`config.mk`:
```
export PLATFORM = sky130hd
export DESIGN_NAME = sdram_arbiter
export DESIGN_NICKNAME = d
export VERILOG_FILES = /design/src/rtl/sdram_arb_pkg.sv /design/src/rtl/sdram_arbiter_rr_picker.sv /design/src/rtl/sdram_arbiter.sv
export SDC_FILE = /design/constraint.sdc
export NUM_CORES = 1
export LEC_CHECK = 0
export CAP_MARGIN = 20
export CORE_AREA = 2 2 138 140
export CTS_BUF_LIST = sky130_fd_sc_hd__clkbuf_4
export DETAILED_ROUTE_END_ITERATION = 8
export DIE_AREA = 0 0 140 142
export PLACE_DENSITY = 0.76
export REMOVE_ABC_BUFFERS = 1
export SLEW_MARGIN = 40
export SYNTH_ARGS = -nofsm -noshare
export SYNTH_HDL_FRONTEND = slang
export SYNTH_SLANG_ARGS = --single-unit
```
`constraint.sdc`:
```
create_clock -name i_clk -period 3.1 [get_ports i_clk]
set_input_delay 0.62 -clock i_clk [delete_from_list [all_inputs] [get_ports i_clk]]
set_output_delay 0.62 -clock i_clk [all_outputs]
set_load 0.05 [all_outputs]
```
`src/rtl/sdram_arb_pkg.sv`:
```
// sdram_arb_pkg: shared types and defaults for the SDRAM arbiter.
//   state_e : arbiter FSM states (IDLE, BUSY, GAP)
//   op_e    : latched command kind (OP_READ, OP_WRITE)
//   ADDR_W_DEF / DATA_W_DEF : default SDRAM word address / data widths
package sdram_arb_pkg;

    localparam int ADDR_W_DEF = 23;
    localparam int DATA_W_DEF = 32;

    typedef enum logic [1:0] {
        IDLE = 2'd0,
        BUSY = 2'd1,
        GAP  = 2'd2
    } state_e;

    typedef enum logic {
        OP_READ  = 1'b0,
        OP_WRITE = 1'b1
    } op_e;

endpackage

```
`src/rtl/sdram_arbiter_rr_picker.sv`:
```
// rr_picker: combinational round-robin search.
//   i_pending : request vector, one bit per requester
//   i_ptr     : index of the most recently served requester
//   o_valid   : at least one requester is pending
//   o_onehot  : winner, one-hot (first pending bit from i_ptr+1 upward, wrapping)
//   o_idx     : winner as a binary index
module rr_picker #(
    parameter int NREQ  = 4,
    parameter int IDX_W = 2
) (
    input  logic [NREQ-1:0]  i_pending,
    input  logic [IDX_W-1:0] i_ptr,
    output logic             o_valid,
    output logic [NREQ-1:0]  o_onehot,
    output logic [IDX_W-1:0] o_idx
);

    logic [IDX_W-1:0] cand;
    logic             found;

    // NOTE: every output gets a default before the loop, so no path leaves
    // a value held and no latch is inferred.
    always_comb begin
        found    = 1'b0;
        o_onehot = '0;
        o_idx    = '0;
        cand     = '0;
        // Offset i=NREQ wraps back to i_ptr itself, so the last-served
        // requester is considered only when nobody else is pending.
        for (int i = 1; i <= NREQ; i++) begin
            cand = IDX_W'((int'(i_ptr) + i) % NREQ);
            if (!found && i_pending[cand]) begin
                found          = 1'b1;
                o_onehot[cand] = 1'b1;
                o_idx          = cand;
            end
        end
        o_valid = found;
    end

endmodule

```
`src/rtl/sdram_arbiter.sv`:
```
// sdram_arbiter: round-robin arbiter sharing one SDRAM access core among
// NREQ requesters. Latches the winner's command, holds it on the core until
// i_sdram_finished, returns read data with a one-cycle done pulse, then
// spends one GAP cycle so the core settles in its own IDLE before the next
// grant. All outputs are registered.
// Optional feature macro: SDRAM_ARB_TIMEOUT_EN (BUSY watchdog of TIMEOUT
// cycles; aborts with o_timeout + o_req_done). Undefined: o_timeout is 0.
// Ports:
//   i_clk, i_rst (async, active-high)
//   i_req_read/i_req_write [NREQ], i_req_addr [NREQ*ADDR_W], i_req_wdata [NREQ*DATA_W]
//   o_req_rdata, o_req_done, o_grant, o_timeout
//   o_sdram_addr/read/write/writedata, i_sdram_readdata, i_sdram_finished
module sdram_arbiter
    import sdram_arb_pkg::*;
#(
    parameter int NREQ    = 4,
    parameter int ADDR_W  = ADDR_W_DEF,
    parameter int DATA_W  = DATA_W_DEF,
    parameter int TIMEOUT = 255
) (
    input  logic                     i_clk,
    input  logic                     i_rst,
    input  logic [NREQ-1:0]          i_req_read,
    input  logic [NREQ-1:0]          i_req_write,
    input  logic [NREQ*ADDR_W-1:0]   i_req_addr,
    input  logic [NREQ*DATA_W-1:0]   i_req_wdata,
    output logic [DATA_W-1:0]        o_req_rdata,
    output logic [NREQ-1:0]          o_req_done,
    output logic [NREQ-1:0]          o_grant,
    output logic                     o_timeout,
    output logic [ADDR_W-1:0]        o_sdram_addr,
    output logic                     o_sdram_read,
    output logic                     o_sdram_write,
    output logic [DATA_W-1:0]        o_sdram_writedata,
    input  logic [DATA_W-1:0]        i_sdram_readdata,
    input  logic                     i_sdram_finished
);

    localparam int IDX_W = $clog2(NREQ);

    state_e             state_q, state_d;
    op_e                op_q, op_d;
    logic [IDX_W-1:0]   ptr_q, ptr_d;
    logic [ADDR_W-1:0]  addr_q, addr_d;
    logic [DATA_W-1:0]  wdata_q, wdata_d;
    logic [DATA_W-1:0]  rdata_q, rdata_d;
    logic [NREQ-1:0]    grant_q, grant_d;
    logic [NREQ-1:0]    done_q, done_d;
    logic               rd_q, rd_d;
    logic               wr_q, wr_d;

    logic               pick_valid;
    logic [NREQ-1:0]    pick_onehot;
    logic [IDX_W-1:0]   pick_idx;
    logic [ADDR_W-1:0]  sel_addr;
    logic [DATA_W-1:0]  sel_wdata;
    logic               sel_write;

`ifdef SDRAM_ARB_TIMEOUT_EN
    localparam int CNT_W = $clog2(TIMEOUT + 1);
    logic [CNT_W-1:0]   cnt_q, cnt_d;
    logic               to_q, to_d;
`else
    logic               unused_timeout_cfg;
    assign unused_timeout_cfg = |32'(TIMEOUT);
`endif

    rr_picker #(
        .NREQ  (NREQ),
        .IDX_W (IDX_W)
    ) u_picker (
        .i_pending (i_req_read | i_req_write),
        .i_ptr     (ptr_q),
        .o_valid   (pick_valid),
        .o_onehot  (pick_onehot),
        .o_idx     (pick_idx)
    );

    // Winner's command fields; write wins over read from the same requester.
    always_comb begin
        sel_addr  = '0;
        sel_wdata = '0;
        sel_write = 1'b0;
        for (int k = 0; k < NREQ; k++) begin
            if (pick_onehot[k]) begin
                sel_addr  = i_req_addr[k*ADDR_W +: ADDR_W];
                sel_wdata = i_req_wdata[k*DATA_W +: DATA_W];
                sel_write = i_req_write[k];
            end
        end
    end

    always_comb begin
        state_d = state_q;
        op_d    = op_q;
        ptr_d   = ptr_q;
        addr_d  = addr_q;
        wdata_d = wdata_q;
        rdata_d = rdata_q;
        grant_d = grant_q;
        done_d  = '0;
        rd_d    = rd_q;
        wr_d    = wr_q;
`ifdef SDRAM_ARB_TIMEOUT_EN
        cnt_d   = cnt_q;
        to_d    = 1'b0;
`endif
        case (state_q)
            IDLE: begin
                if (pick_valid) begin
                    op_d    = sel_write ? OP_WRITE : OP_READ;
                    addr_d  = sel_addr;
                    wdata_d = sel_wdata;
                    ptr_d   = pick_idx;
                    grant_d = pick_onehot;
                    rd_d    = !sel_write;
                    wr_d    = sel_write;
                    state_d = BUSY;
`ifdef SDRAM_ARB_TIMEOUT_EN
                    cnt_d   = '0;
`endif
                end
            end
            BUSY: begin
                if (i_sdram_finished) begin
                    rd_d    = 1'b0;
                    wr_d    = 1'b0;
                    if (op_q == OP_READ) rdata_d = i_sdram_readdata;
                    done_d  = grant_q;
                    state_d = GAP;
`ifdef SDRAM_ARB_TIMEOUT_EN
                end else if (cnt_q == CNT_W'(TIMEOUT - 1)) begin
                    // Last allowed BUSY cycle without finished: abort.
                    rd_d    = 1'b0;
                    wr_d    = 1'b0;
                    done_d  = grant_q;
                    to_d    = 1'b1;
                    state_d = GAP;
                end else begin
                    cnt_d   = cnt_q + 1'b1;
`endif
                end
            end
            GAP: begin
                grant_d = '0;
                state_d = IDLE;
            end
            default: state_d = IDLE;
        endcase
    end

    // NOTE: state uses non-blocking assignments so every flop samples the
    // pre-edge values computed above, independent of statement order.
    always_ff @(posedge i_clk or posedge i_rst) begin
        if (i_rst) begin
            state_q <= IDLE;
            op_q    <= OP_READ;
            ptr_q   <= IDX_W'(NREQ - 1);
            addr_q  <= '0;
            wdata_q <= '0;
            rdata_q <= '0;
            grant_q <= '0;
            done_q  <= '0;
            rd_q    <= 1'b0;
            wr_q    <= 1'b0;
`ifdef SDRAM_ARB_TIMEOUT_EN
            cnt_q   <= '0;
            to_q    <= 1'b0;
`endif
        end else begin
            state_q <= state_d;
            op_q    <= op_d;
            ptr_q   <= ptr_d;
            addr_q  <= addr_d;
            wdata_q <= wdata_d;
            rdata_q <= rdata_d;
            grant_q <= grant_d;
            done_q  <= done_d;
            rd_q    <= rd_d;
            wr_q    <= wr_d;
`ifdef SDRAM_ARB_TIMEOUT_EN
            cnt_q   <= cnt_d;
            to_q    <= to_d;
`endif
        end
    end

    assign o_req_rdata       = rdata_q;
    assign o_req_done        = done_q;
    assign o_grant           = grant_q;
    assign o_sdram_addr      = addr_q;
    assign o_sdram_read      = rd_q;
    assign o_sdram_write     = wr_q;
    assign o_sdram_writedata = wdata_q;
`ifdef SDRAM_ARB_TIMEOUT_EN
    assign o_timeout         = to_q;
`else
    assign o_timeout         = 1'b0;
`endif

endmodule

```
Word-level counts from Yosys, hierarchy flattened

Cells that the tools add are included.

Register bits after elaboration: 102
Input port bits: 263
Output and inout bits: 98
Word-level logic and storage cells: 103

$add $sub $neg: 4
Magnitude comparators: 8
Equality and inequality tests: 4
Mux-type cells: 53
Bitwise operators: 5
Reduce and logical (&&, ||, !) cells: 19

Operators by type and width:

| cell                  | number |
|---|---|
| $mux W32              | 4 |
| $mux W23              | 4 |
| $mux W4               | 7 |
| $mux W1               | 20 |
| $or A4 B4 Y4          | 4 |
| $lt A2 B3 Y1 const B  | 4 |
| $mux W2               | 6 |
| $bmux W1 S2           | 4 |
| $demux W1 S2          | 4 |
| $ge A2 B1 Y1 const B  | 4 |
| $pmux W4 S2           | 1 |
| $logic_and A1 B1 Y1   | 7 |
| $reduce_and A2 Y1     | 3 |
| $reduce_and A3 Y1     | 2 |
| $add A2 B1 Y2 const B | 2 |
| $add A2 B2 Y2 const B | 2 |
| $logic_not A1 Y1      | 4 |
| $ne A2 B2 Y1 const B  | 2 |
| $pmux W1 S2           | 2 |
| $pmux W2 S2           | 1 |
| $reduce_bool A2 Y1    | 2 |
| $eq A2 B1 Y1 const B  | 1 |
| $eq A2 B2 Y1 const B  | 1 |
| $logic_not A2 Y1      | 1 |
| $not A1 Y1            | 1 |

Depth between registers and ports, before layout

Gate-level depths: netlist of run 1.

Depth after elaboration: 20
Mapped depth: 12
Gate-level depth less buffers: 9

Cells and area by module

Synthesis of run 1 repeated with hierarchy kept, for this count alone.

Cells, all modules: 701
Area total of the unflattened synthesis: 6,292.3 um^2

By module, submodules not included:

| module        | times used | cells each | area each (um^2) | seq. area each (um^2) |
|---|---|---|---|---|
| sdram_arbiter | 1          | 633        | 5,766.8          | 2,555.0 |
| rr_picker     | 1          | 68         | 525.5            | 0.0 |

Worst setup path after synthesis of run 1

Ideal clock, no wire load.

Path kind: reg2reg
From: reg ptr_q[1]
To: reg addr_q[0], in the netlist o_sdram_addr[0]
Library setup time: 134 ps
Data arrival time: 3,170 ps
Required time: 2,966 ps
Slack: -204 ps
Cell stages (with the launch flop): 13
Path buffers: 3
Period minus slack after synthesis: 3,304 ps
Cell sequence: dfstp_2 clkbuf_1 inv_1 ha_1 nor4bb_2 nor4_4 nor2_1 a22o_1 or3_4 buf_6 buf_2 a311oi_1 o211ai_1

Longest elaborated chain between the ends: 17
Elaborated cells on any way between the ends: 54
Those cells by class: 4 x add/sub; 8 x order compare; 28 x mux; 3 x bitwise; 11 x reduce/logical

Ends and longest elaborated chain:

| what                                                                  | line                 | source |
|---|---|---|
| start, declared                                                       | sdram_arbiter.sv:43  | `logic [IDX_W-1:0] ptr_q, ptr_d;` |
| start signal, assigned                                                | sdram_arbiter.sv:158 | `ptr_q <= IDX_W'(NREQ - 1);` |
| start signal, assigned                                                | sdram_arbiter.sv:173 | `ptr_q <= ptr_d;` |
| parallel branches: the longest is 17 deep, another holds $lt A2 B3 Y1 | -                    |  |
| end signal, assigned                                                  | sdram_arbiter.sv:174 | `addr_q <= addr_d;` |
| end, declared                                                         | sdram_arbiter.sv:44  | `logic [ADDR_W-1:0] addr_q, addr_d;` |

Parallel ways; which one is timed is not known. The select of a mux whose other input is x is not followed.
A chain may end at the register's enable or synchronous reset.

Worst setup path after layout of run 1

From: reg ptr_q[1]
To: reg wdata_q[1], in the netlist o_sdram_writedata[1]

Longest elaborated chain between the ends: 17
Elaborated cells on any way between the ends: 54
Those cells by class: 4 x add/sub; 8 x order compare; 28 x mux; 3 x bitwise; 11 x reduce/logical

Ends and longest elaborated chain:

| what                                                                  | line                 | source |
|---|---|---|
| parallel branches: the longest is 17 deep, another holds $lt A2 B3 Y1 | -                    |  |
| end signal, assigned                                                  | sdram_arbiter.sv:175 | `wdata_q <= wdata_d;` |
| end, declared                                                         | sdram_arbiter.sv:45  | `logic [DATA_W-1:0] wdata_q, wdata_d;` |

Parallel ways; which one is timed is not known. The select of a mux whose other input is x is not followed.

==> results of run 1 <==
[layer usage]
metal / vias to the layer above / GRT usage (%) / wire, um
met5: - / 0 / 0
met4: 0 / 11.38 / 925
met3: 61 / 4.576 / 1931
met2: 366 / 43.09 / 13000
met1: 3306 / 31.06 / 10270
li1: 3176 / - / -
[worst max-delay path by stage]
stage / slack [ps] / cells past startpoint / end
global route: -80 / 12 / o_sdram_writedata[15]
global placement: -160 / 10 / o_sdram_writedata[3]
floorplan: -2680 / 9 / o_sdram_read
detailed placement: -270 / 9 / o_sdram_addr[17]
finish: 20 / 11 / o_sdram_writedata[1]
CTS: 40 / 11 / o_sdram_writedata[1]
[stage by stage]
stage	utilization [%]	power [W]	cell area, sq um	cells
after global routing	58.10	0.01243	10720	1243
after global placement	56.21	0.01058	10370	1221
final	58.10	0.01179	10720	1243
after CTS	57.19	0.01151	10550	1237
after detailed placement	56.21	0.01067	10370	1221
after floorplan	-	0.007264	5833	568
[cell type report]
| cell class | count | share of cell area [%] |
|---|---|---|
| flip-flops and latches | 102 | 23.83 |
| clock inverters | 7 | 0.6418 |
| clock buffers | 9 | 0.6301 |
| multi-input cells | 460 | 32.23 |
| inverters | 6 | 0.2334 |
| diodes | 1 | 0.02334 |
| well taps | 234 | 2.730 |
| repair buffers | 424 | 39.68 |
[timing repair]
| item | CTS | global route |
|---|---|---|
| pin swaps | 0 | 5 |
| endpoints found under the setup margin | 49 | 53 |
| buffers inserted | 0 | 5 |
| resized for setup | 7 | 27 |
| cloned | 0 | 0 |
[power by group through the flow]
stage	Clock, W	Combinational (W)	Sequential, W
6_report	0.000747	0.00878	0.00226
5_1_grt	0.000827	0.00927	0.00234
4_1_cts	0.000776	0.00848	0.00226
3_5_place_dp	0	0.00838	0.00229
3_3_place_gp	0	0.00831	0.00227
2_1_floorplan	0	0.00299	0.00427
[flip-flops by register name (all words and copies together) (netlist names)]
register / cells
o_sdram_write: 1
state_q: 2
ptr_q: 2
o_req_done: 4
o_sdram_writedata: 32
o_sdram_addr: 23
o_sdram_read: 1
o_req_rdata: 32
op_q: 1
o_grant: 4
[layout by cell type (no fill, tap or decap), types with 9 or more instances in the layout]
cell type        count
a21boi_0            12
a21boi_1            45
a311oi_1            36
a311oi_2            18
buf_12              13
buf_4               49
clkbuf_4             9
clkdlybuf4s50_1    359
dfrtp_1            100
mux2_2              33
nand2_1             64
nand3_1             58
nor2_1               9
o211ai_1            52
o21ai_0             38
o21ai_1             23
[logic make-up (layout without fill, tap and decap cells)]
family / count (synthesis) / after routing / synth area share [%]
simple gates: 160 / 160 / 12.76
compound gates: 253 / 253 / 31.30
flops: 102 / 102 / 41.37
mux: 38 / 38 / 7.030
buf+inv: 73 / 446 / 5.916
fa+ha+maj: 7 / 7 / 1.418
xor+xnor: 1 / 1 / 0.1418
other cells: 1 / 2 / 0.06072
[worst max-delay path, delay by kind of cell (launching register included)]
family	cells	cell delay, ps
AO/OA/AOI/OAI	2	450
adder cells (fa/ha/maj)	1	320
buffers and inverters	3	370
flip-flops	1	570
multiplexers	2	310
AND/OR/NAND/NOR	3	890
==> summary.txt, run 1 <==
Pwr
  – VDD IR-drop max: ~0.67 mV
  – Comb power frac: 74.5%
  – Switching share of power: between 50% and 60%
  – NetSw: between 0.006 and 0.007 W
  – Int Pwr: around 0.0056 W
  – Pwr dens: between 1000 and 1500 mW/mm^2
  – Seq pwr share: about a fifth
  – Leak: ~4.1 nW
  – Clock share of power: under 10%

Layout
  – Area of the multi-input gates: 0.003456 sq mm
  – # fillers: 1,640
  – Area delta synth->final: 73.62%
  – Final net count: about 1,300
  – Share of cells above drive strength 1: 16.77%
  – Register area: 0.002555 sq mm

Route
  – DRT iter0 DRCs: around 560
  – Router iterations before antenna repair: 9
  – Antenna Nets Post-Route: 0
  – Vias/cell: 5.558
  – Routed WL per cell: approximately 21 um
  – Via count: 6,909
  – Final wirelength: between 20,000 and 30,000 um
  – DRC: 25

Synth
  – Leading area contributor after synthesis: dfrtp_1
  – Yosys reg bits: slightly above 100
  – Synth top area cells: dfrtp_1 (41%), a311oi_1 (6.9%), o211ai_1 (6.3%)
  – Synth top area share: 40.52%
  – Seq/Total Area, Yosys: ~41%
  – Synth warn: 0
  – Top post-synthesis cells by count: dfrtp_1 (100), nand2_1 (65), nand3_1 (58)
  – Post-synth cell types: 54
  – Syn_area_per_cell: slightly below 10 sq um
  – EDFF count, synth: 0
  – Most common flop cell mapped by yosys: dfrtp_1
  – Most frequent cell after synthesis: dfrtp_1
  – Synth async-reset ratio: 100.0%
  – Post-synth design cell area: 0.006176 sq mm
  – Post-Syn Instances: about 640

Timing
  – Final hold violation count: 0
  – Final setup TNS: 0 ps
  – Setup Skew: between 20 and 25 ps
  – Fin crit period: 3077 ps
  – Fmax: between 0.3 and 0.4 GHz
  – Max-slew violations: 0
  – Worst Slack Setup Final: about 23 ps
  – Hold slack: roughly 410 ps
  – Slew headroom: around three fifths
  – Least-Margin Pin Slew: between 600 and 700 ps
  – Period utilization: approximately 99%
  – Final setup fails: 0
  – RSZ-0062 raised after global routing: yes

Setup path
  – Worst Setup End Kind: flop
  – Crit Path Max Fanout: 39
  – Slowest-stage cell, CP: dfstp_2
  – CP Launch Point: ptr_q[1]
  – Critical path launch point type: flop
  – Reg-to-reg slack, setup: 20 ps
  – WP data arrival: roughly 3400 ps
  – Critical path's most frequent cell: mux2i_2
  – CP Cell Sequence: inv_1, ha_4, buf_4, or3b_2, mux2i_2, mux2i_2, nand3b_1, and2_4, buf_12, a311oi_1, o211ai_1
  – Worst R2R Start: ptr_q[1]
  – Slowest stage delay, CP: 570 ps
  – Kind of critical path: reg2reg
  – R2r endpoint: o_sdram_writedata[1]
  – Worst Path Required: approximately 3500 ps
  – Worst r2r path cells: 11

CTS
  – Clock Tree Buf Depth: 2
  – CTS root buffer: clkbuf_4
  – Cts bufs inserted: 9
  – CTS Hold Bufs: 0
  – CTS tree: yes
  – Num Clock Sinks: 102
  – Clock Pin Slew Worst Setup and Hold Paths: roughly 200 ps
  – Worst-skew pair later-pin latency: roughly 500 ps
  – Htree depth: 3

Placement
  – Gpl congestion: roughly 0.96
  – Dpl ws: -272.0 ps
  – Port Buffers: ~360
  – DPL Wire Length: a little under 20,000 um

Status
  – Failing checks: DRC
  – Outcome: finished with violations

Die
  – Core Region: 0.01846 sq mm
  – Die W: between 100 and 150 um
  – Die area: just under 0.02 sq mm
  – Starting Density: around 33%
  – FP Rows: 50
  – Die Ht: between 100 and 150 um
  – IO Pins: about 360

Global routing
  – Largest net degree at the start of global routing: 60
  – Vias in the first global route: ~6,900
  – Gr usage total: between 20% and 30%
  – Grt total ovfl: 0
  – First-pass GRT wire length: ~39,000 um
  – Initial antenna violation count: 1

Job
  – Max cap viols: 0

Min path
  – Hold Crit Class: in2async
Note: power is estimated with default switching activity, not from simulation.
==> run 2: changes to the inputs <==
- SETUP_SLACK_MARGIN: not set -> 0.4
- SKIP_LAST_GASP: not set -> 1
- SLEW_MARGIN: 40 -> not set
==> run 2 against run 1 <==
The flow finishes with violations (DRC, setup timing). Total power increased by 12%. Highest routed layer unchanged. Die area unchanged. Utilization increased by 3.2 points. Via count increased by 4.0%. First-iteration DRC count decreased by 14%.
==> summary.txt, run 2 (synthesis gave the netlist of run 1 again) <==
Timing
  – Final hold violation count: 0 (unchanged)
  – Period utilization: 101.1% (+1.8 points)
  – Max-slew violations: 0 (unchanged)
  – Worst Slack Setup Final: -32.96 ps (-56.22 ps)
  – Fmax: 0.3192 GHz (-1.8%)
  – Setup Skew: 25.72 ps (+2.727 ps)
  – Fin crit period: 3133 ps (+56.22 ps)
  – RSZ-0062 raised after global routing: yes
  – Slew headroom: 59.59% (-0.28 points)
  – Least-Margin Pin Slew: 604.2 ps (+4.115 ps)
  – Final setup fails: 3 (+3)

Die
  – Die area: 0.01988 sq mm (unchanged)
  – Starting Density: 33.46% (unchanged)
  – Core Region: 0.01846 sq mm (unchanged)
  – Die Ht: 142 um (unchanged)
  – IO Pins: 361 (unchanged)
  – Die W: 140 um (unchanged)
  – FP Rows: 50 (unchanged)

Layout
  – Commonest cells after routing, fill and taps aside: clkdlybuf4s50_1 (359), dfrtp_1 (100), nand2_1 (64)
  – Commonest non-fill, non-tap cell in the layout: clkdlybuf4s50_1
  – Final net count: 1,297 (+1.9%)
  – Area of the multi-input gates: 0.003568 sq mm (+3.3%)
  – # fillers: 1,567 (-4.5%)
  – Share of cells above drive strength 1: 20.25% (+3.5 points)
  – Register area: 0.002555 sq mm (unchanged)
  – Final Util: 61.28% (+3.2 points)
  – Area delta synth->final: 83.12%

Setup path
  – Kind of critical path: reg2reg
  – WP data arrival: 3540 ps (+100 ps)
  – Worst Setup End Kind: flop
  – R2r endpoint: o_sdram_writedata[1]
  – Worst Path Required: 3510 ps (+40 ps)
  – Worst r2r path cells: 11 (unchanged)
  – Crit Path Max Fanout: 20 (-49%)
  – Worst R2R Start: ptr_q[1]
  – Reg-to-reg slack, setup: -30 ps (-60 ps)
  – Critical path launch point type: flop

CTS
  – CTS root buffer: clkbuf_4
  – Clock Pin Slew Worst Setup and Hold Paths: 200 ps (about the same)
  – Cts bufs inserted: 9 (unchanged)
  – CTS tree: yes
  – CTS Hold Bufs: 0 (unchanged)
  – Worst-skew pair later-pin latency: 510 ps (about the same)
  – Htree depth: 3 (unchanged)
  – Num Clock Sinks: 102 (unchanged)
  – Clock Tree Buf Depth: 2 (unchanged)

Global routing
  – Gr usage total: 26.49% (+1.3 points)
  – Largest net degree at the start of global routing: 60 (unchanged)
  – Initial antenna violation count: 2 (+1)
  – First-pass GRT wire length: 40,540 um (+4.7%)
  – Grt total ovfl: 0 (unchanged)
  – Vias in the first global route: 7,153 (+3.2%)

Status
  – Outcome: finished with violations
  – Failing checks: DRC, setup timing

Job
  – Max cap viols: 0 (unchanged)

Pwr
  – VDD IR-drop max: 0.5524 mV (-17%)
  – Leak: 4.361 nW (+6.4%)
  – Pwr dens: 1171 mW/mm^2 (+6.5%)

Route
  – Router iterations before antenna repair: 9 (unchanged)
  – Routed WL per cell: 22.57 um (+7.4%)
  – DRT iter0 DRCs: 478 (-14%)
  – Via count: 7,182 (+4.0%)
  – Final wirelength: 28,620 um (+9.5%)
  – Antenna Nets Post-Route: 0 (unchanged)
  – Vias/cell: 5.664 (+1.9%)
  – DRC: 25 (unchanged)

Placement
  – Port Buffers: 359 (unchanged)
  – Dpl ws: -272.0 ps (unchanged)
  – DPL Wire Length: 19,310 um (unchanged)
  – Gpl congestion: 0.9554 (unchanged)

Min path
  – Hold Crit Class: in2async
run 2: stage by stage:
step           hold slack, ps  instances  total power [W]  cell area (sq um)  TNS, ps
3_5_place_dp            461.2       1221          0.01067              10370    -8845
2_1_floorplan           437.9        568         0.007264               5833  -154120
6_report                389.9       1268          0.01324              11310   -61.18
4_1_cts                 380.4       1253          0.01236              10940        0
5_1_grt                 392.1       1268          0.01389              11310    -3247
3_3_place_gp            466.2       1221          0.01058              10370    -6938
run 2: worst max-delay path by stage:
| stage | start | to | cells past startpoint |
|---|---|---|---|
| after floorplan | ptr_q[0] | o_sdram_read | 9 |
| after global placement | i_req_write[3] | o_sdram_writedata[3] | 10 |
| after detailed placement | i_req_write[0] | o_sdram_addr[17] | 9 |
| after CTS | ptr_q[1] | o_sdram_writedata[1] | 12 |
| after global routing | ptr_q[1] | o_sdram_addr[13] | 12 |
| final | ptr_q[1] | o_sdram_writedata[1] | 11 |
run 2: per-layer routing:
metal	share of wire, %	track usage, %	vias up
met5	0	0	-
met3	7.9	4.879	61
li1	-	-	3222
met2	51	46.15	424
met1	38	32.09	3475
met4	3.5	11.96	0
run 2: cell type report:
type / count / share of cell area, %
inverter: 6 / 0.2213
multi-input combinational: 460 / 31.55
clock inverter: 7 / 0.6085
sequential: 102 / 22.59
antenna: 2 / 0.04425
clock buffer: 9 / 0.5974
tap: 234 / 2.589
timing repair buffer: 448 / 41.80
run 2: power breakdown:
| group | internal (W) | switching, W |
|---|---|---|
| logic | 0.00442 | 0.00580 |
| registers | 0.00194 | 0.000329 |
| clock network | 0.000193 | 0.000563 |
run 2: critical path, cell delays in order, from the launching register on:
cell and delay (ps):
dfstp_2 580, inv_2 50, ha_4 280, nor4bb_4 170
nor4_4 340, buf_6 190, nor3b_4 60, a2111oi_4 450
and2_4 350, buf_16 200, a311oi_2 110, o211ai_1 210
run 2: timing repair:
action	4_1_cts	5_1_grt
endpoints found under the setup margin	63	62
gates cloned	5	7
pin swaps	6	72
buffers inserted	11	6
resized for setup	53	30
==> run 3: changes to the inputs <==
- GPL_ROUTABILITY_DRIVEN: not set -> 0
==> run 3 against run 2 <==
The run ends with DRC left. Worst setup slack better by 33 ps. Sequential power hardly changed. Register-to-register slack better by 30 ps. Flip-flop and latch count stayed put. Critical endpoint is now o_sdram_writedata[28]. Hold slack better by 100 ps. Routed wire length is 5.3% higher. Largest cell class unchanged. Maximum frequency is 1.1% higher. Final area is 3.0% higher. Clock-buffer cell count stayed put.
==> summary.txt, run 3 (synthesis gave the netlist of run 1 again) <==
Timing
  – Fmax: 0.3226 GHz (+1.1%)
  – Slew headroom: 58.59% (-1.0 points)
  – Least-Margin Pin Slew: 619.2 ps (+15.01 ps)
  – Final setup fails: 0 (-3)
  – Max-slew violations: 0 (unchanged)
  – Final setup TNS: 0 ps (+61.18 ps)
  – RSZ-0062 raised after global routing: yes
  – Period utilization: 99.99% (-1.1 points)
  – Fin crit period: 3100 ps (-33.36 ps)
  – Worst Slack Setup Final: 0.3999 ps (+33.36 ps)
  – Setup Skew: 23.73 ps (-1.990 ps)
  – Final hold violation count: 0 (unchanged)

CTS
  – CTS Hold Bufs: 0 (unchanged)
  – Num Clock Sinks: 102 (unchanged)
  – Clock Tree Buf Depth: 2 (unchanged)
  – Clock Pin Slew Worst Setup and Hold Paths: 190 ps (about the same)
  – Worst-skew pair later-pin latency: 500 ps (about the same)
  – CTS tree: yes
  – Htree depth: 3 (unchanged)
  – CTS root buffer: clkbuf_4
  – Cts bufs inserted: 9 (unchanged)

Layout
  – Register area: 0.002555 sq mm (unchanged)
  – Final Util: 63.09% (+1.8 points)
  – Share of cells above drive strength 1: 21.90% (+1.6 points)
  – Final net count: 1,297 (unchanged)
  – Area delta synth->final: 88.53%
  – Area of the multi-input gates: 0.003727 sq mm (+4.5%)
  – Commonest non-fill, non-tap cell in the layout: clkdlybuf4s50_1
  – Commonest cells after routing, fill and taps aside: clkdlybuf4s50_1 (359), dfrtp_1 (100), nand2_1 (64)
  – # fillers: 1,506 (-3.9%)

Die
  – IO Pins: 361 (unchanged)
  – Die W: 140 um (unchanged)
  – Die area: 0.01988 sq mm (unchanged)
  – FP Rows: 50 (unchanged)
  – Die Ht: 142 um (unchanged)
  – Core Region: 0.01846 sq mm (unchanged)
  – Starting Density: 33.46% (unchanged)

Route
  – DRC: 25 (unchanged)
  – Routed WL per cell: 23.79 um (+5.4%)
  – Antenna Nets Post-Route: 0 (unchanged)
  – DRT iter0 DRCs: 555 (+16%)
  – Via count: 7,329 (+2.0%)
  – Vias/cell: 5.785 (+2.1%)
  – Router iterations before antenna repair: 9 (unchanged)
  – Final wirelength: 30,140 um (+5.3%)

Setup path
  – Slowest stage delay, CP: 600 ps (+20 ps)
  – WP data arrival: 3500 ps (-40 ps)
  – CP bufs+invs: 4 (+1)
  – Crit Path Max Fanout: 19 (-5.0%)
  – CP Cell Sequence: inv_2, ha_4, nor4b_4, buf_4, nor4_4, buf_6, nor2_4, a22o_1, or3_4, clkbuf_16, a311oi_2, o211ai_1
  – Worst Path Required: 3500 ps (about the same)
  – Worst Setup End Kind: flop
  – CP top delay family: simple AND/OR/NAND/NOR gates
  – Critical path launch point type: flop
  – Slowest-stage cell, CP: dfstp_2
  – Kind of critical path: reg2reg

Status
  – Failing checks: DRC
  – Outcome: finished with violations

Global routing
  – Vias in the first global route: 7,176 (+0.32%)
  – Largest net degree at the start of global routing: 43 (-28%)
  – Gr usage total: 27.26% (+0.77 points)
  – First-pass GRT wire length: 41,640 um (+2.7%)
  – Initial antenna violation count: 1 (-1)
  – Grt total ovfl: 0 (unchanged)

Pwr
  – VDD IR-drop max: 0.5008 mV (-9.3%)
  – Leak: 4.477 nW (+2.7%)
  – Total Power: 0.01432 W (+8.1%)
  – Pwr dens: 1229 mW/mm^2 (+5.0%)

Placement
  – Port Buffers: 359 (unchanged)
  – Dpl ws: -252.7 ps (+19.32 ps)
  – DPL Wire Length: 18,890 um (-2.2%)

Job
  – Max cap viols: 0 (unchanged)

Min path
  – Hold Crit Class: reg2reg
-- run 3: final cells by class --
cell class                 instances  area share [%]
multi-input combinational        461           32.01
tap                              234           2.515
sequential                       102           21.94
antenna                            1         0.02149
clock buffer                       9          0.5803
inverter                           6          0.2149
clock inverter                     7          0.6125
timing repair buffer             447           42.10
-- run 3: final timing paths --
check | start | to | slack [ps] | cells after the start
max | ptr_q[1] | o_sdram_writedata[28] | 0.4 | 12
min | state_q[1] | state_q[0] | 490 | 1
max reg2reg | ptr_q[1] | o_sdram_writedata[28] | 0.4 | 12
min reg2reg | state_q[1] | state_q[0] | 490 | 1
max in group asynchronous | i_rst | ptr_q[1] | 1950 | 3
min in group asynchronous | i_rst | o_req_rdata[21] | 510 | 2
-- run 3: repair_timing --
item | 4_1_cts | 5_1_grt
pin swaps | 23 | 29
endpoints found under the setup margin | 63 | 62
buffers inserted | 11 | 4
cloned | 11 | 13
resized for setup | 68 | 47
-- run 3: metrics by stage --
stage          hold slack [ps]  cell area (sq um)  instances
4_1_cts                  489.6              11150       1249
6_report                 493.1              11640       1267
3_5_place_dp             469.2              10300       1211
3_3_place_gp             468.4              10300       1211
5_1_grt                  529.1              11640       1267
2_1_floorplan            437.9               5833        568
-- run 3: routing by layer --
metal	global-route usage, %	wire [um]
met5	0	0
met2	47.96	15150
met1	32.68	11350
met3	5.451	2442
met4	11.54	1202
-- run 3: where the power goes --
part           internal [W]  switching, W  total [W]
Combinational       0.00500       0.00630     0.0113
Clock              0.000191      0.000552   0.000743
Sequential          0.00194      0.000339    0.00228
Total               0.00713       0.00719     0.0143
-- run 3: worst register-to-register path, stage by stage, from the launching register on --
cell and delay [ps]:
dfstp_2 600, inv_2 60, ha_4 280, nor4b_4 140
buf_4 150, nor4_4 270, buf_6 180, nor2_4 50
a22o_1 170, or3_4 420, clkbuf_16 250, a311oi_2 310
o211ai_1 130
